### config.mk
export PLATFORM = sky130hd
export DESIGN_NAME = branch_stall_ctrl
export DESIGN_NICKNAME = d
export VERILOG_FILES = /design/src/rtl/branch_stall_ctrl_pkg.sv /design/src/rtl/branch_stall_ctrl_sat_counter.sv /design/src/rtl/branch_stall_ctrl.sv
export SDC_FILE = /design/constraint.sdc
export NUM_CORES = 1
export LEC_CHECK = 0
export CAP_MARGIN = 20
export CORE_UTILIZATION = 40
export CTS_BUF_LIST = sky130_fd_sc_hd__clkbuf_8 sky130_fd_sc_hd__clkbuf_16
export CTS_CLUSTER_DIAMETER = 200
export DETAILED_ROUTE_END_ITERATION = 12
export PLACE_DENSITY = 0.81
export SLEW_MARGIN = 20
export SYNTH_ARGS = -nofsm -noshare
export SYNTH_HDL_FRONTEND = slang
export SYNTH_SLANG_ARGS = --single-unit
export TNS_END_PERCENT = 10
### constraint.sdc
create_clock -name clk -period 3.6 [get_ports clk]
set_clock_uncertainty 0.2 [all_clocks]
set_input_delay 0.72 -clock clk [delete_from_list [all_inputs] [get_ports clk]]
set_output_delay 0.72 -clock clk [all_outputs]
set_load 0.02 [all_outputs]
### src/rtl/branch_stall_ctrl_pkg.sv
// Shared types and constants for the ID-stage branch stall/flush controller.
//   state_e    : controller FSM state encoding
//   ctrl_t     : bundle of pipeline control outputs
//   NEED_*     : stall lengths for each hazard class
//   reg_match  : true when a non-zero destination feeds a given source
package branch_stall_ctrl_pkg;

  localparam int unsigned REG_W       = 5;
  localparam int unsigned STALL_CNT_W = 2;

  typedef enum logic {
    RUN   = 1'b0,
    STALL = 1'b1
  } state_e;

  typedef struct packed {
    logic pc_write;
    logic if_id_write;
    logic id_ex_bubble;
    logic if_id_flush;
    logic pc_src;
  } ctrl_t;

  localparam logic [STALL_CNT_W-1:0] NEED_H2  = 2'd2;
  localparam logic [STALL_CNT_W-1:0] NEED_H1  = 2'd1;
  localparam logic [REG_W-1:0]       REG_ZERO = 5'd0;

  localparam ctrl_t CTRL_RUN    = '{1'b1, 1'b1, 1'b0, 1'b0, 1'b0};
  localparam ctrl_t CTRL_STALL  = '{1'b0, 1'b0, 1'b1, 1'b0, 1'b0};
  localparam ctrl_t CTRL_FLUSH  = '{1'b1, 1'b1, 1'b0, 1'b1, 1'b1};
  localparam ctrl_t CTRL_FREEZE = '{1'b0, 1'b0, 1'b0, 1'b0, 1'b0};

  // $zero never carries a dependency
  function automatic logic reg_match(input logic [REG_W-1:0] rd,
                                     input logic [REG_W-1:0] src);
    return (rd != REG_ZERO) && (rd == src);
  endfunction

endpackage

### src/rtl/branch_stall_ctrl_sat_counter.sv
// Saturating event counter: counts inc pulses, sticks at all-ones.
//   clk, reset : clock, synchronous active-high clear
//   inc        : count this cycle
//   count      : current value
module sat_counter #(
  parameter int unsigned W = 16
) (
  input  logic         clk,
  input  logic         reset,
  input  logic         inc,
  output logic [W-1:0] count
);

  always_ff @(posedge clk) begin
    if (reset) begin
      count <= '0;
    end else if (inc && (count != {W{1'b1}})) begin
      count <= count + W'(1);
    end
  end

endmodule

### src/rtl/branch_stall_ctrl.sv
// Stall/flush controller for ID-stage branch resolution. Stalls when load
// data cannot be forwarded in time, flushes IF/ID on a taken branch, and
// counts stall cycles and flushes.
//   clk, reset          : clock, synchronous active-high reset
//   ext_stall           : memory freeze, holds everything
//   IF_ID_* / ID_EX_* / EX_MEM_* : instruction fields of ID, EX, MEM stages
//   branch_taken        : ID comparator result
//   PC_Write, IF_ID_Write, ID_EX_Bubble, IF_ID_Flush, PC_Src : control (combinational)
//   stall_count, flush_count : saturating event counters
module branch_stall_ctrl
  import branch_stall_ctrl_pkg::*;
#(
  parameter int unsigned CNT_W = 16
) (
  input  logic             clk,
  input  logic             reset,
  input  logic             ext_stall,
  input  logic             IF_ID_Branch,
  input  logic             IF_ID_UsesRs,
  input  logic             IF_ID_UsesRt,
  input  logic [REG_W-1:0] IF_ID_rs,
  input  logic [REG_W-1:0] IF_ID_rt,
  input  logic             ID_EX_MemRead,
  input  logic [REG_W-1:0] ID_EX_rd,
  input  logic             EX_MEM_MemRead,
  input  logic [REG_W-1:0] EX_MEM_rd,
  input  logic             branch_taken,
  output logic             PC_Write,
  output logic             IF_ID_Write,
  output logic             ID_EX_Bubble,
  output logic             IF_ID_Flush,
  output logic             PC_Src,
  output logic [CNT_W-1:0] stall_count,
  output logic [CNT_W-1:0] flush_count
);

  state_e                 state_q, state_d;
  logic [STALL_CNT_W-1:0] stall_cnt_q, stall_cnt_d;
  logic [STALL_CNT_W-1:0] need;
  ctrl_t                  ctrl;

  // Hazard classification; ALU producers are covered by forwarding
  always_comb begin
    need = '0;
    if (IF_ID_Branch) begin
      if (ID_EX_MemRead &&
          (reg_match(ID_EX_rd, IF_ID_rs) || reg_match(ID_EX_rd, IF_ID_rt))) begin
        need = NEED_H2;
      end else if (EX_MEM_MemRead &&
          (reg_match(EX_MEM_rd, IF_ID_rs) || reg_match(EX_MEM_rd, IF_ID_rt))) begin
        need = NEED_H1;
      end
    end else if (ID_EX_MemRead &&
        ((IF_ID_UsesRs && reg_match(ID_EX_rd, IF_ID_rs)) ||
         (IF_ID_UsesRt && reg_match(ID_EX_rd, IF_ID_rt)))) begin
      need = NEED_H1;
    end
  end

  // Next state and control outputs: reset > freeze > stall > flush > run
  always_comb begin
    ctrl        = CTRL_RUN;
    state_d     = state_q;
    stall_cnt_d = stall_cnt_q;
    if (reset) begin
      ctrl        = CTRL_RUN;
      state_d     = RUN;
      stall_cnt_d = '0;
    end else if (ext_stall) begin
      ctrl = CTRL_FREEZE;
    end else if (state_q == STALL) begin
      ctrl        = CTRL_STALL;
      stall_cnt_d = stall_cnt_q - STALL_CNT_W'(1);
      if (stall_cnt_q == STALL_CNT_W'(1)) begin
        state_d = RUN;
      end
    end else if (need != '0) begin
      // A one-cycle stall resolves on re-evaluation, so it never leaves RUN
      ctrl        = CTRL_STALL;
      stall_cnt_d = need - STALL_CNT_W'(1);
      state_d     = (need == NEED_H1) ? RUN : STALL;
    end else if (IF_ID_Branch && branch_taken) begin
      ctrl = CTRL_FLUSH;
    end
  end

  // State register
  always_ff @(posedge clk) begin
    if (reset) begin
      state_q     <= RUN;
      stall_cnt_q <= '0;
    end else begin
      state_q     <= state_d;
      stall_cnt_q <= stall_cnt_d;
    end
  end

  assign PC_Write     = ctrl.pc_write;
  assign IF_ID_Write  = ctrl.if_id_write;
  assign ID_EX_Bubble = ctrl.id_ex_bubble;
  assign IF_ID_Flush  = ctrl.if_id_flush;
  assign PC_Src       = ctrl.pc_src;

  // Bubble and flush are already masked during freeze and reset
  sat_counter #(.W(CNT_W)) u_stall_cnt (
    .clk   (clk),
    .reset (reset),
    .inc   (ctrl.id_ex_bubble),
    .count (stall_count)
  );

  sat_counter #(.W(CNT_W)) u_flush_cnt (
    .clk   (clk),
    .reset (reset),
    .inc   (ctrl.if_id_flush),
    .count (flush_count)
  );

endmodule

# Yosys cells after proc, flatten, opt, wreduce, memory -nomap -nowiden
# Cells that the tools add are included.
[op_classes]
addsub = 4
eq_ne = 8
mux = 15
bitwise = 1
reduce_logical = 20
[ops]
columns = ["operator", "n"]
rows = [
  ["16-bit by 1-bit adder with 16-bit output (second input constant)", 2],
  ["16-bit inequality test (second input constant)", 2],
  ["5-bit equality test", 4],
  ["5-bit 2-to-1 mux", 4],
  ["1-bit logical AND", 12],
  ["2-bit 2-to-1 mux", 5],
  ["5-bit nonzero test", 2],
  ["1-bit 2-to-1 mux", 6],
  ["2-bit by 1-bit equality test with 1-bit output (second input constant)", 2],
  ["2-bit nonzero test", 2],
  ["2-bit by 1-bit subtractor with 2-bit output (second input constant)", 2],
  ["1-bit logical OR", 3],
  ["2-bit AND reduction", 1],
  ["1-bit NOT", 1],
]
[word_totals]
reg_bits = 35
inputBits = 29
out_inout_bits = 37
wordCells = 52

# Logic depth before layout (Yosys ltp)
# Gate-level depths: netlist (run 1).
[depth]
ltp_word = 13
depth_mapped = 12
ltp_nobuf = 12

# By module
# Synthesis (run 1) repeated with hierarchy kept, for this count alone.
[hier_totals]
cells_unflattened = 267
hier_area_um2 = 2227.1
[by_module_without_submodules]
columns = ["mod", "n_inst", "cells_per_inst", "area_per_inst_um2", "seq_area_each_um2"]
rows = [
  ["sat_counter", 2, 99, 848.3, 320.3],
  ["branch_stall_ctrl", 1, 69, 530.5, 60.1],
]

# Least setup slack after synthesis (run 1)
# Ideal clock, no wire load.
[synth_path]
kind = "input to output"
from = "input port ID_EX_rd[0]"
to = "output port PC_Write"
arrival_ns = 2.628
t_required_ns = 2.680
slack_ns = 0.052
cell_stages = 9
path_buffers = 1
path_cell_list = "or4_1 -> o21ai_0 -> nor2_1 -> o21ai_0 -> and2_1 -> ha_1 -> nand2b_1 -> o21bai_1 -> buf_4"
[synth_between]
elab_chain_cells = 12
word_cells_on_any_way = 19
classes_between = "2 x eq/ne; 7 x mux; 10 x reduce/logical"
[synth_rtl]
columns = ["element", "line_no", "rtl"]
rows = [
  ["start, declared", "branch_stall_ctrl.sv:24", "input logic [REG_W-1:0] ID_EX_rd,"],
  ["5-bit equality test / 5-bit nonzero test (equally long branches)", "branch_stall_ctrl_pkg.sv:36", "return (rd != REG_ZERO) && (rd == src);"],
  ["1-bit logical AND", "branch_stall_ctrl_pkg.sv:36", ""],
  ["1-bit logical AND, on equally long branches", "branch_stall_ctrl.sv:54, branch_stall_ctrl.sv:55", ""],
  ["1-bit logical OR", "branch_stall_ctrl.sv:54", "((IF_ID_UsesRs && reg_match(ID_EX_rd, IF_ID_rs)) ||"],
  ["1-bit logical AND", "branch_stall_ctrl.sv:53", "end else if (ID_EX_MemRead &&"],
  ["1-bit 2-to-1 mux", "branch_stall_ctrl.sv:53", ""],
  ["2-bit 2-to-1 mux *", "branch_stall_ctrl.sv:45", "if (IF_ID_Branch) begin"],
  ["2-bit nonzero test *", "branch_stall_ctrl.sv:77", "end else if (need != '0) begin"],
  ["5-bit 2-to-1 mux *", "branch_stall_ctrl.sv:77", ""],
  ["5-bit 2-to-1 mux *", "branch_stall_ctrl.sv:71", "end else if (state_q == STALL) begin"],
  ["5-bit 2-to-1 mux *", "branch_stall_ctrl.sv:69", "end else if (ext_stall) begin"],
  ["5-bit 2-to-1 mux *", "branch_stall_ctrl.sv:65", "if (reset) begin"],
  ["end, declared", "branch_stall_ctrl.sv:28", "output logic PC_Write,"],
]
# Mark *: on every way between the ends. The rest lies on a longest branch, timed or not.

# Worst setup path in the final report (run 1)
[layout_path]
from = "input port IF_ID_rt[4]"
to = "output port PC_Src"
[layout_between]
elab_chain_cells = 12
word_cells_on_any_way = 20
classes_between = "2 x eq/ne; 8 x mux; 10 x reduce/logical"
[layout_rtl]
columns = ["element", "line_no", "rtl"]
rows = [
  ["start, declared", "branch_stall_ctrl.sv:22", "input logic [REG_W-1:0] IF_ID_rt,"],
  ["5-bit equality test", "branch_stall_ctrl_pkg.sv:36", ""],
  ["1-bit logical AND", "branch_stall_ctrl_pkg.sv:36", ""],
  ["1-bit logical OR / 1-bit logical AND (equally long branches)", "branch_stall_ctrl.sv:50, branch_stall_ctrl.sv:55", ""],
  ["1-bit logical AND / 1-bit logical OR (equally long branches)", "branch_stall_ctrl.sv:49, branch_stall_ctrl.sv:54", ""],
  ["1-bit 2-to-1 mux / 1-bit logical AND (equally long branches)", "branch_stall_ctrl.sv:49, branch_stall_ctrl.sv:53", ""],
  ["2-bit 2-to-1 mux / 1-bit 2-to-1 mux (equally long branches)", "branch_stall_ctrl.sv:46, branch_stall_ctrl.sv:53", ""],
  ["2-bit 2-to-1 mux *", "branch_stall_ctrl.sv:45", ""],
  ["2-bit nonzero test *", "branch_stall_ctrl.sv:77", ""],
  ["5-bit 2-to-1 mux *", "branch_stall_ctrl.sv:77", ""],
  ["5-bit 2-to-1 mux *", "branch_stall_ctrl.sv:71", ""],
  ["5-bit 2-to-1 mux *", "branch_stall_ctrl.sv:69", ""],
  ["5-bit 2-to-1 mux *", "branch_stall_ctrl.sv:65", ""],
  ["end, declared", "branch_stall_ctrl.sv:32", "output logic PC_Src,"],
]
# Marked as above.

==> results.md, run 1 <==
- The flow ran to the end, but the final reports show violations.
- The final reports fail on setup timing.
- The initialized floorplan defines 25 standard-cell rows.
- The largest vdd supply drop is 0.193 mV.
- The capturing point of the worst reg2reg path is u_flush_cnt.count[5]$_SDFFE_PP0P_.
- The final global-route overflow total is 0.
- Power spread over the standard cell area amounts to 250 nW/um2.
- The kind of launch point of the worst setup path is an input port.
- The number of buffers between clock root and the deepest sink is 2.
- The max-cap check violation count is 0.
- The fraction of met1 tracks used by global routing is 25.9%.
- The tree is rooted in a sky130_fd_sc_hd__clkbuf_8.
- A synthesized cell averages 8.24 um2.
- The cell count after synthesis is 246.
- The post-synthesis share of cell area spent on and, or, nand and nor gates is 31.2%.
- Data arrives at the worst endpoint at 2710 ps.
- The vias after detailed routing is 2163.
- In the layout the commonest cells are sky130_fd_sc_hd__buf_4 (56), sky130_fd_sc_hd__clkdlybuf4s50_1 (41), sky130_fd_sc_hd__nor2_1 (35), sky130_fd_sc_hd__dfxtp_1 (35), sky130_fd_sc_hd__nand2_1 (22).
- The number of antenna violations at the first check in global routing is 0.
- The number of cells traversed by the worst hold path is 2.
- The met3 global-route usage is 4.28%.
- The synthesized-area fraction occupied by ao, oa, aoi and oai cells is 7.77%.
- The number of top-level pins is 66.
- Once detailed placement completed, the half-perimeter wirelength came to 3920 um.
- The total number of nets in the final design is 397.
- At the later pin of the worst-skew pair, clock insertion delay measures 290 ps.
- Fill cells in the final layout number 383.
- The number of synthesized register bits is 35.
- In this run the critical register-to-register path is launched from u_flush_cnt.count[0]$_SDFFE_PP0P_.
- The fraction of layout cells with a size suffix above 1 is 29.0%.
- The clock slew seen by the registers of the worst setup and hold paths is 80 ps.
- TritonCTS created 5 clock buffers.
- Counting flops with an async set or reset pin after synthesis yields a share of 0%.
- The horizontal extent of the die is 73.2 um.
- The leading cell type in the layout, fill and taps excluded is sky130_fd_sc_hd__buf_4.
- The summed area of non-filler cells in the final layout is 3250 um2.
- The number of distinct library cells after synthesis is 41.
- The area share of xor/xnor cells in the synthesized design is 19.4%.
- Dividing the detail-routed via count by the number of cells gives 5.01.
- The final period utilization is 101%.
- The level count of the clock H-tree is 2.
- The maximum fanout along the worst path is 3.
- The analysis attributes to cell leakage a power of 1.26 nW.
- The number of enable flip-flop cells after synthesis is 0.
- Global routing used 22.1% of the available tracks.
- In this run the tightest slew margin relative to its limit is 70.0%.
- The kind of critical path is in -> out.
- Based on the critical path, the design can be clocked at up to 275 MHz.
- The depth of the worst register-to-register path is 8.
- The final layout contains routed wiring with a total length of 5710 um.
- The core utilization of the finished layout is 68.0%.
- At the end of routability-driven placement, the weighted congestion stood at 0.808.
- The floorplan step defined a die boundary enclosing 5360 um2.
- Entering global routing, the biggest net connects 29 pins.
- For this configuration, the core starts out at a cell density of 42.4%.
- Compared with the post-synthesis result, the final layout area differs by 60.4%.
- The number of global-route vias before repair came to 2015.
- The number of max-slew violations in the final report is 0.
- The count of input and output buffers is 65.
- The routed length per placed instance is 13.2 um.
- The first routing iteration left 132 violations.
- The first global-routing pass estimated 9160 um of wire.
- Of the total synthesized cell area, the portion taken by full adders, half adders and majority gates is 2.47%.
- In this run the most critical hold path is launched from stall_cnt_q[1]$_SDFFE_PP0P_.
- In the routed design, unresolved DRC markers number 0.
- TritonCTS built the clock tree.
- Setup violations remaining at the end of the flow were counted as 3.
- In the global route stage, met2 resource usage came out at 39.4%.
- The post-synthesis sequential area ratio is 34.5%.
- The path with the worst hold slack has its endpoint at stall_cnt_q[1]$_SDFFE_PP0P_.
- After layout, the worst setup slack is -30.9 ps.
- Once placement finished, the instance area stood at 2960 um2.
- After synthesis, the largest family of logic cells by area is simple AND/OR/NAND/NOR gates.
- The combined area of all synthesized cells is 2030 um2.
- The die is 73.2 um tall.
- After layout, the minimum clock period comes to 3630 ps.
- For this run, the leading register cell type out of synthesis is sky130_fd_sc_hd__dfxtp_1.
- During synthesis, Yosys emitted a total of 0 warnings.
- The antenna violation net count after detailed routing is 0.
- In this run the register-to-register setup slack is 1410 ps.
- The number of buffers added to fix hold violations after cts is 0.
- The tightest min-delay check is of the reg -> reg type.
- The total nets after synthesis is 279.
- The first detailed-routing pass ran for 4 iterations.
- The hold violation total from the final report is 0.
- The number of clock sinks seen by CTS is 35.
- The sort of element at the end of the critical path is a primary output.
- The global routing stage identified its most utilized layer as met2.
- The transition at the pin with the smallest max-transition slack is 447 ps.
- The diode insertion count for antenna repair is 0.
- STA puts the critical path data required time at 2680 ps.
- After synthesis, the share of cell area in mux cells is 0.987%.
- In this run the standard cell core region covers 4790 um2.
-- state kept, by name, summed over array words and instances, names as in the netlist --
name and flops:
u_stall_cnt.count 16, state_q 1, stall_cnt_q 2, u_flush_cnt.count 16
-- final cells by class --
class	instances	area (um2)	share of cell area, %
inverters	7	26.3	0.808
multi-input cells	196	1370	42.2
well taps	67	83.8	2.58
repair buffers	119	986	30.3
clock buffers	5	68.8	2.12
clock inverters	3	16.3	0.500
flip-flops and latches	35	701	21.5
-- worst max path at each step --
stage	from	endpoint	slack, ps
global route	IF_ID_rt[4]	PC_Src	-130
finish	IF_ID_rt[4]	PC_Src	-30
global placement	ID_EX_rd[1]	IF_ID_Flush	-750
CTS	ID_EX_rd[1]	PC_Src	8
floorplan	ID_EX_rd[0]	PC_Write	50
detailed placement	ID_EX_rd[1]	ID_EX_Bubble	-820
-- logic make-up (layout without fill, tap and decap cells) --
kind of cell,Yosys count,in the layout
DFF,35,35
AOI/OAI and AO/OA,24,24
muxes,2,2
and+or+nand+nor,121,121
buffers and inverters,15,134
xor gates and xnor gates,45,45
adders and majority gates,4,4
-- per-stage QoR --
| stage | setup WS [ps] | instances | hold slack (ps) | setup TNS, ps | power (mW) |
|---|---|---|---|---|---|
| after floorplan | 52.3 | 246 | 268 | 0 | 0.456 |
| after global placement | -753 | 403 | 281 | -11620 | 0.528 |
| after detailed placement | -819 | 403 | 288 | -14270 | 0.530 |
| after CTS | 7.72 | 430 | 302 | 0 | 0.807 |
| after global routing | -126 | 432 | 324 | -1050 | 0.847 |
| final | -30.9 | 432 | 299 | -64.5 | 0.812 |
-- cell usage after synthesis, types with 2 or more instances --
master / count / share of area [%]
sky130_fd_sc_hd__nor2_1: 37 / 6.8
sky130_fd_sc_hd__dfxtp_1: 35 / 35
sky130_fd_sc_hd__xnor2_1: 25 / 11
sky130_fd_sc_hd__nand3_1: 23 / 5.7
sky130_fd_sc_hd__nand2_1: 22 / 4.1
sky130_fd_sc_hd__xor2_1: 20 / 8.6
sky130_fd_sc_hd__o21ai_0: 8 / 2.0
sky130_fd_sc_hd__a21oi_1: 7 / 1.7
sky130_fd_sc_hd__inv_1: 7 / 1.3
sky130_fd_sc_hd__or3_1: 6 / 1.9
sky130_fd_sc_hd__and3_1: 5 / 1.5
sky130_fd_sc_hd__nand4_1: 5 / 1.5
sky130_fd_sc_hd__clkbuf_1: 4 / 0.74
sky130_fd_sc_hd__ha_1: 4 / 2.5
sky130_fd_sc_hd__nor3_1: 4 / 0.99
sky130_fd_sc_hd__nor3_2: 3 / 1.5
sky130_fd_sc_hd__and2_1: 2 / 0.62
sky130_fd_sc_hd__and4_1: 2 / 0.86
sky130_fd_sc_hd__buf_4: 2 / 0.74
sky130_fd_sc_hd__mux2i_1: 2 / 0.99
sky130_fd_sc_hd__nand2b_1: 2 / 0.62
sky130_fd_sc_hd__nor2b_1: 2 / 0.62
-- metal layers --
metal / part of all wire, % / vias to the layer above / wire [um]
li1: - / 1073 / -
met3: 4.0 / 7 / 229
met2: 51 / 55 / 2890
met1: 44 / 1028 / 2510
met4: 1.4 / 0 / 82
met5: 0 / - / 0
-- report_power, final --
part           switching [mW]  leakage (nW)  total [mW]  internal (mW)
Sequential            0.00246         0.282       0.392          0.389
Clock                   0.142        0.0453       0.274          0.132
Combinational          0.0643         0.936       0.146         0.0817
Total                   0.209          1.26       0.812          0.603
-- worst max-delay path, stage by stage --
cell                            delay [ps]
sky130_fd_sc_hd__dlygate4sd2_1         280
sky130_fd_sc_hd__xnor2_2               170
sky130_fd_sc_hd__nand2_1                80
sky130_fd_sc_hd__o22a_1                210
sky130_fd_sc_hd__o311ai_2              390
sky130_fd_sc_hd__and2_4                230
sky130_fd_sc_hd__ha_4                  150
sky130_fd_sc_hd__nor2b_4               180
sky130_fd_sc_hd__nand4_4               100
sky130_fd_sc_hd__inv_2                  80
sky130_fd_sc_hd__buf_6                 110
-- timing repair --
action,in CTS,in global routing
pin swaps,12,21
endpoints found under the hold margin,0,0
buffers inserted,19,2
setup endpoints to repair,25,17
gates resized for setup,57,41
(Power assumes the default switching activity.)
==> inputs of run 2 (changes only) <==
- CTS_CLUSTER_DIAMETER: 200 -> not set
==> results of run 2 <==
No change in the layout: final DEF, timing and power equal those of run 1.
